--- src/rtl/mem_access_ctrl.sv ---
// +----------------------------------------------------------------------------+
// | mem_access_ctrl: MEM-stage initiator for a negedge-clocked single-port RAM, |
// | with valid/ready request/response channels and saturating access counters. |
// | Optional feature macro: MEM_ACCESS_WRITE_ACK_EN (stores also respond).     |
// | Revision: 1.0                                                              |
// +----------------------------------------------------------------------------+
`default_nettype none

module mem_access_ctrl #(
  parameter int ADDR_W = 8,
  parameter int DATA_W = 16,
  parameter int CNT_W  = 16
) (
  input  logic              clock,
  input  logic              reset,
  input  logic              req_valid,
  output logic              req_ready,
  input  logic              req_we,
  input  logic [ADDR_W-1:0] req_addr,
  input  logic [DATA_W-1:0] req_wdata,
  output logic              resp_valid,
  input  logic              resp_ready,
  output logic [DATA_W-1:0] resp_rdata,
  output logic [ADDR_W-1:0] mem_address,
  output logic              mem_we,
  output logic [DATA_W-1:0] mem_write_data,
  input  logic [DATA_W-1:0] mem_read_data,
  output logic [CNT_W-1:0]  rd_count,
  output logic [CNT_W-1:0]  wr_count
);

  localparam logic [CNT_W-1:0] CNT_ONE = {{(CNT_W-1){1'b0}}, 1'b1};
  localparam logic [CNT_W-1:0] CNT_MAX = {CNT_W{1'b1}};

  logic              rd_pending;
  logic              rd_pending_blocks;
  logic              accept;
  logic              capture;
  logic              issue_resp;
  logic [DATA_W-1:0] capture_data;

  // A held, unconsumed response stalls the capture; the address register holds
  // meanwhile, so the memory keeps re-reading the same word until it is taken.
  assign rd_pending_blocks = rd_pending && resp_valid && !resp_ready;
  assign req_ready         = !rd_pending_blocks && (!resp_valid || resp_ready);
  assign accept            = req_valid && req_ready;
  assign capture           = rd_pending && !rd_pending_blocks;

`ifdef MEM_ACCESS_WRITE_ACK_EN
  logic pend_is_wr;

  assign issue_resp   = 1'b1;
  assign capture_data = pend_is_wr ? mem_write_data : mem_read_data;

  always_ff @(posedge clock or posedge reset) begin
    if (reset) begin
      pend_is_wr <= 1'b0;
    end else if (accept) begin
      pend_is_wr <= req_we;
    end
  end
`else
  assign issue_resp   = !req_we;
  assign capture_data = mem_read_data;
`endif

  always_ff @(posedge clock or posedge reset) begin
    if (reset) begin
      mem_address    <= '0;
      mem_we         <= 1'b0;
      mem_write_data <= '0;
      rd_pending     <= 1'b0;
      resp_valid     <= 1'b0;
      resp_rdata     <= '0;
      rd_count       <= '0;
      wr_count       <= '0;
    end else begin
      if (accept) begin
        mem_address    <= req_addr;
        mem_we         <= req_we;
        mem_write_data <= req_wdata;
        if (req_we) begin
          if (wr_count != CNT_MAX) wr_count <= wr_count + CNT_ONE;
        end else begin
          if (rd_count != CNT_MAX) rd_count <= rd_count + CNT_ONE;
        end
      end else begin
        mem_we <= 1'b0;
      end

      if (accept) begin
        rd_pending <= issue_resp;
      end else if (capture) begin
        rd_pending <= 1'b0;
      end

      if (capture) begin
        resp_rdata <= capture_data;
        resp_valid <= 1'b1;
      end else if (resp_valid && resp_ready) begin
        resp_valid <= 1'b0;
      end
    end
  end

endmodule

`default_nettype wire

--- config.mk ---
export PLATFORM = sky130hd
export DESIGN_NAME = mem_access_ctrl
export DESIGN_NICKNAME = d
export VERILOG_FILES = /design/src/rtl/mem_access_ctrl.sv
export SDC_FILE = /design/constraint.sdc
export NUM_CORES = 1
export LEC_CHECK = 0
export ABC_AREA = 1
export CORE_MARGIN = 10
export CORE_UTILIZATION = 42
export DETAILED_ROUTE_END_ITERATION = 8
export GPL_TIMING_DRIVEN = 0
export PLACE_DENSITY = 0.78
export SLEW_MARGIN = 40
export SYNTH_ARGS = -nofsm -noshare
export SYNTH_HDL_FRONTEND = slang
export SYNTH_SLANG_ARGS = --single-unit
export TNS_END_PERCENT = 5
--- constraint.sdc ---
create_clock -name clock -period 2 [get_ports clock]
set_input_delay 0.2 -clock clock [delete_from_list [all_inputs] [get_ports clock]]
set_output_delay 0.2 -clock clock [all_outputs]
set_load 0.005 [all_outputs]
==> run summary, run 1 <==
Critical Path RT: 1800 ps
M1 WL: 3873 um
met3 wire length: 786 um
Reg2Reg Depth: 8
highest clock rate: 617.8 MHz
clock transition at the registers of the reported paths: 80 ps
Yosys Warn Count: 0
GRT Total Usage: 0.1531
Initial Utilization: 0.4368
Max Slew Vio Count: 0
post-cts sizing count: 0
fraction of registers with async set/reset: 1.000
via count: 3,086
Worst-Margin Slew: 391.8 ps
hold_buf cts: 0
top routing layer used: met4
Synth Flop Type: dfrtp_1
layout cells sized above 1: 0.1701
Rel. slew slack: 0.7385
critical path class: register to output pin
Synth Area in XOR/XNOR: 0.02900
setup TNS: 0 ps
hpwl dp: 7466 um
RePlAce Congestion: 0.9040
Syn Std Cell Area: 3625 um2
grt total ovfl: 0
TritonCTS clock tree: yes
# Max-Cap Violations: 0
WL final: 9623 um
first-pass GRT wire length: 16,150 um
Seq cells post-synth: 75
main combinational cell family by area after synthesis: simple AND/OR/NAND/NOR gates
adder-cell area share of the yosys netlist: 0.006904
Rows: 33
slowest CP cell: clkdlybuf4s50_1
count of final setup violators: 0
IR drop worst, VDD: 0.7529 mV
WL per Instance: 15.18 um
P&R area growth vs syn: 44.87%
CP startpoint: wr_count[2]
reg-to-reg startpoint: rd_count[0]
register area share after synthesis: 0.5178
CP max stage delay: 570 ps
crit end category: output pin
port bufs: 119
Clock Path Buffers: 2
CP max FO: 7
final std cells w/o fill: 634
unrepaired setup endpoints after global routing: false
status: finished clean
final count of hold timing violations: 0
DIE AREA: 12,750 um2
Post-Syn Nets: 438
cell area after layout: 5251 um2
WP data arrival: 1420 ps
Crit path depth: 1
Syn Area/Cell: 9.270 um2
cell count after placement: 618
Syn Inst Count: 391
Final #Nets: 571
complex-gate fraction of the synthesized area: 0.01174
pin count of the biggest net entering global routing: 26
Hold WS: 90.31 ps
simple-gate share of the synthesized area: 0.2589
DRT Pass-1 Iters: 4
n_diodes: 0
Post-synth EDFFs: 0
HP Class: input port to async pin
DR iter-0 viols: 150
Lkg Pwr: 2.336 nW
# DRC: 0
initial antenna violation count: 0
crit path cell chain: clkdlybuf4s50_1
vias in the first global route: 3,254
clock sink count: 75
H-tree levels: 3
total CTS buffers: 9
fin util: 0.6327
I/O Pins: 120
setup repair bufs after CTS: 0
delay-heaviest family, CP: buffers and inverters
Synth cell types: 25
Die Ht: 112.9 um
startpoint class of the critical path: register
Clock Tree Root: clkbuf_8
Worst Path Buf+Inv: 1
Die Wd: 112.9 um
worst-skew pair later-pin latency: 350 ps
Tmin final: 1619 ps
antenna-violating nets left: 0
via/cell ratio: 4.868
R2R Setup Slk: 430 ps
area of the core: 8299 um2
final worst-path cycle share: 0.8093
post-synthesis mux area share: 0.1243
Pwr per Cell Area: 877.7 nW/um2
Met2 Routed Length: 4899 um
Final Skew: 9.393 ps
Area after DPL: 5011 um2
## final cells by class
cell class / count / area, um2
multi-input combinational: 273 / 1562
clock buffer: 10 / 127.6
timing repair buffer: 122 / 1251
inverter: 37 / 142.6
tap: 105 / 131.4
buffer: 6 / 47.55
fill: 700 / 3048
sequential: 75 / 1877
clock inverter: 6 / 112.6
## final timing paths
check                               endpoint
setup / recovery                 wr_count[2]
hold / removal             mem_write_data[6]
setup reg to reg                rd_count[13]
hold reg to reg                   resp_valid
max in group asynchronous       rd_count[11]
min in group clock         mem_write_data[2]
## synth_stat cells, types with 3 or more instances
library cell | instances | share of area
mux2_2 | 40 | 0.12
nand3_1 | 19 | 0.026
inv_1 | 30 | 0.031
nand2_1 | 129 | 0.13
dfrtp_1 | 75 | 0.52
xnor2_1 | 5 | 0.012
nand2_4 | 3 | 0.0093
nor2_1 | 31 | 0.032
nand2_2 | 4 | 0.0069
inv_2 | 6 | 0.0062
nand4_1 | 11 | 0.019
nand3b_1 | 3 | 0.0062
nor2_2 | 6 | 0.010
xor2_1 | 7 | 0.017
o21ai_1 | 3 | 0.0041
## registers in the layout, indices dropped and copies added, names as in the netlist
register        flops
mem_address         8
mem_we              1
mem_write_data     16
rd_count           16
rd_pending          1
resp_rdata         16
resp_valid          1
wr_count           16
## logic make-up after synthesis
kind of cell | Yosys count
AO/OA/AOI/OAI | 7
XOR/XNOR | 12
adder cells (fa/ha/maj) | 2
buffers and inverters | 43
flip-flops | 75
multiplexers | 40
AND/OR/NAND/NOR | 212
## power breakdown
group          internal (mW)  switching [mW]  leakage (nW)
Sequential              1.77           0.216         0.943
Combinational          0.776           0.425          1.27
Clock                  0.834           0.585         0.121
Total                   3.38            1.23          2.34
## metal layers
metal / up-vias / track usage
met5: - / 0
met4: 0 / 0.04146
met3: 6 / 0.06709
met2: 85 / 0.2631
met1: 1484 / 0.1682
li1: 1511 / -
## layout by cell type (no fill, tap or decap), drive strengths merged, types with 3 or more instances in the layout
cell,instances
nand2,136
dfrtp,75
clkinv,3
xnor2,5
clkbuf,10
inv,36
nand3b,3
bufinv,3
buf,9
nor2,39
xor2,7
clkdlybuf4s50,119
nand3,21
mux2,40
nand4,11
o21ai,7
## through the flow
| step | power [mW] | setup WS [ps] |
|---|---|---|
| after floorplan | 2.470 | 639.3 |
| after global placement | 3.188 | 67.98 |
| after detailed placement | 3.239 | 241.8 |
| after CTS | 4.686 | 343.0 |
| after global routing | 4.888 | 269.4 |
| final | 4.609 | 381.4 |
(Power assumes the default switching activity.)
==> run 2, diff against run 1 <==
CORE_UTILIZATION = 44   (was 42)
clock period = 1.5 ns   (was 2 ns; I/O delays follow)
==> run 2 against run 1 <==
Register-to-register slack lost 340 ps. Hold slack gained 41 ps. Global-route usage shrank 0.14 points. Critical endpoint is now wr_count[9]. Final area grew 2.3%. Critical path type unchanged. Clock skew grew 1.9 ps. Sequential share of layout area shrank 0.47 points. Sequential power grew 35%. Critical path depth is the same.
==> run summary, run 2 (same netlist as run 1, synthesis figures left out) <==
total power draw: 5.986 mW
Clock Tree Root: clkbuf_8
Max Slew Vio Count: 0
Rel. slew slack: 0.7573
final count of hold timing violations: 0
# DRC: 0
count of final setup violators: 0
critical path class: register to output pin
Pwr per Cell Area: 1114 nW/um2
CP max stage delay: 550 ps
HP Class: input port to async pin
RePlAce Congestion: 0.8635
Final Skew: 11.31 ps
layout cells sized above 1: 0.2199
total CTS buffers: 9
DIE AREA: 12,270 um2
pin count of the biggest net entering global routing: 25
cell area after layout: 5374 um2
n_diodes: 0
most frequent cells in the layout: nand2_1 (129), clkdlybuf4s50_1 (108), dfrtp_1 (60)
Hold WS: 131.3 ps
final std cells w/o fill: 637
WL per Instance: 14.92 um
delay-heaviest family, CP: buffers and inverters
slowest CP cell: clkdlybuf4s50_1
Worst-Margin Slew: 363.3 ps
most used routing layer: met2
Worst Path Buf+Inv: 1
initial antenna violation count: 0
DRT Pass-1 Iters: 4
via/cell ratio: 4.846
Die Wd: 110.8 um
status: finished clean
Critical Path RT: 1350 ps
vias in the first global route: 3,160
crit path cell chain: clkdlybuf4s50_1
WL final: 9501 um
worst-skew pair later-pin latency: 340 ps
first-pass GRT wire length: 15,720 um
startpoint class of the critical path: register
CP max FO: 6
Initial Utilization: 0.4456
global routing usage on met2: 0.2700
cell count after placement: 618
WP data arrival: 1340 ps
# Max-Cap Violations: 0
Tmin final: 1486 ps
fin util: 0.6607
worst setup margin: 14.38 ps
H-tree levels: 3
I/O Pins: 120
GRT Total Usage: 0.1516
unrepaired setup endpoints after global routing: true
TritonCTS clock tree: yes
grt total ovfl: 0
via count: 3,087
crit end category: output pin
Rows: 33
port bufs: 119
antenna-violating nets left: 0
Area after DPL: 5026 um2
IR drop worst, VDD: 0.7644 mV
Final #Nets: 574
Die Ht: 110.8 um
P&R area growth vs syn: 48.26%
area of the core: 8134 um2
setup TNS: 0 ps
GR Util met1: 0.1647
hpwl dp: 7397 um
most common cell after layout, fill and taps aside: nand2_1
highest clock rate: 673.1 MHz
GR Util met3: 0.04708
clock sink count: 75
Lkg Pwr: 2.470 nW
clock transition at the registers of the reported paths: 90 ps
final worst-path cycle share: 0.9904
Setup WS pre-CTS: -233.0 ps
DR iter-0 viols: 81
Clock Path Buffers: 2
run 2: changes by cell type in the layout (fill, tap and decap cells not counted), sizes merged:
cell	change
buf	+3
bufinv	-2
clkdlybuf4s50	-11
dlygate4sd2	+1
dlymetal6s2s	+10
inv	+2
run 2: report_power, final:
group	switching [mW]	internal, mW
Sequential	0.310	2.37
Combinational	0.595	1.08
Clock	0.796	0.833
Total	1.70	4.28
run 2: path summary, 6_finish.rpt:
check,end,slack (ps),from,cells past startpoint
max reg2reg,mem_write_data[15],90,resp_valid,4
min,mem_write_data[7],130,reset,2
max in group asynchronous,wr_count[12],740,reset,4
max,wr_count[9],10,wr_count[9],1
min reg2reg,resp_valid,510,rd_pending,2
min in group clock,mem_write_data[12],420,req_wdata[12],2
run 2: what timing repair did:
item | CTS | global route
setup endpoints to repair | 24 | 63
pin swaps | 1 | 2
gates resized for setup | 10 | 33
hold buffers | 0 | 0
buffers inserted | 0 | 3
run 2: per-layer routing:
metal  wire (um)  vias to the layer above
met2        4959                       92
met3         661                       16
met5           0                        -
met1        3656                     1457
li1            -                     1522
met4         224                        0
run 2: cell type report:
type | instances | area (um2)
inverters | 37 | 142.6
fillers | 640 | 2760
clock inverters | 6 | 70.07
repair buffers | 125 | 1313
flip-flops and latches | 75 | 1896
well taps | 105 | 131.4
clock buffers | 10 | 137.6
multi-input cells | 273 | 1634
plain buffers | 6 | 50.05
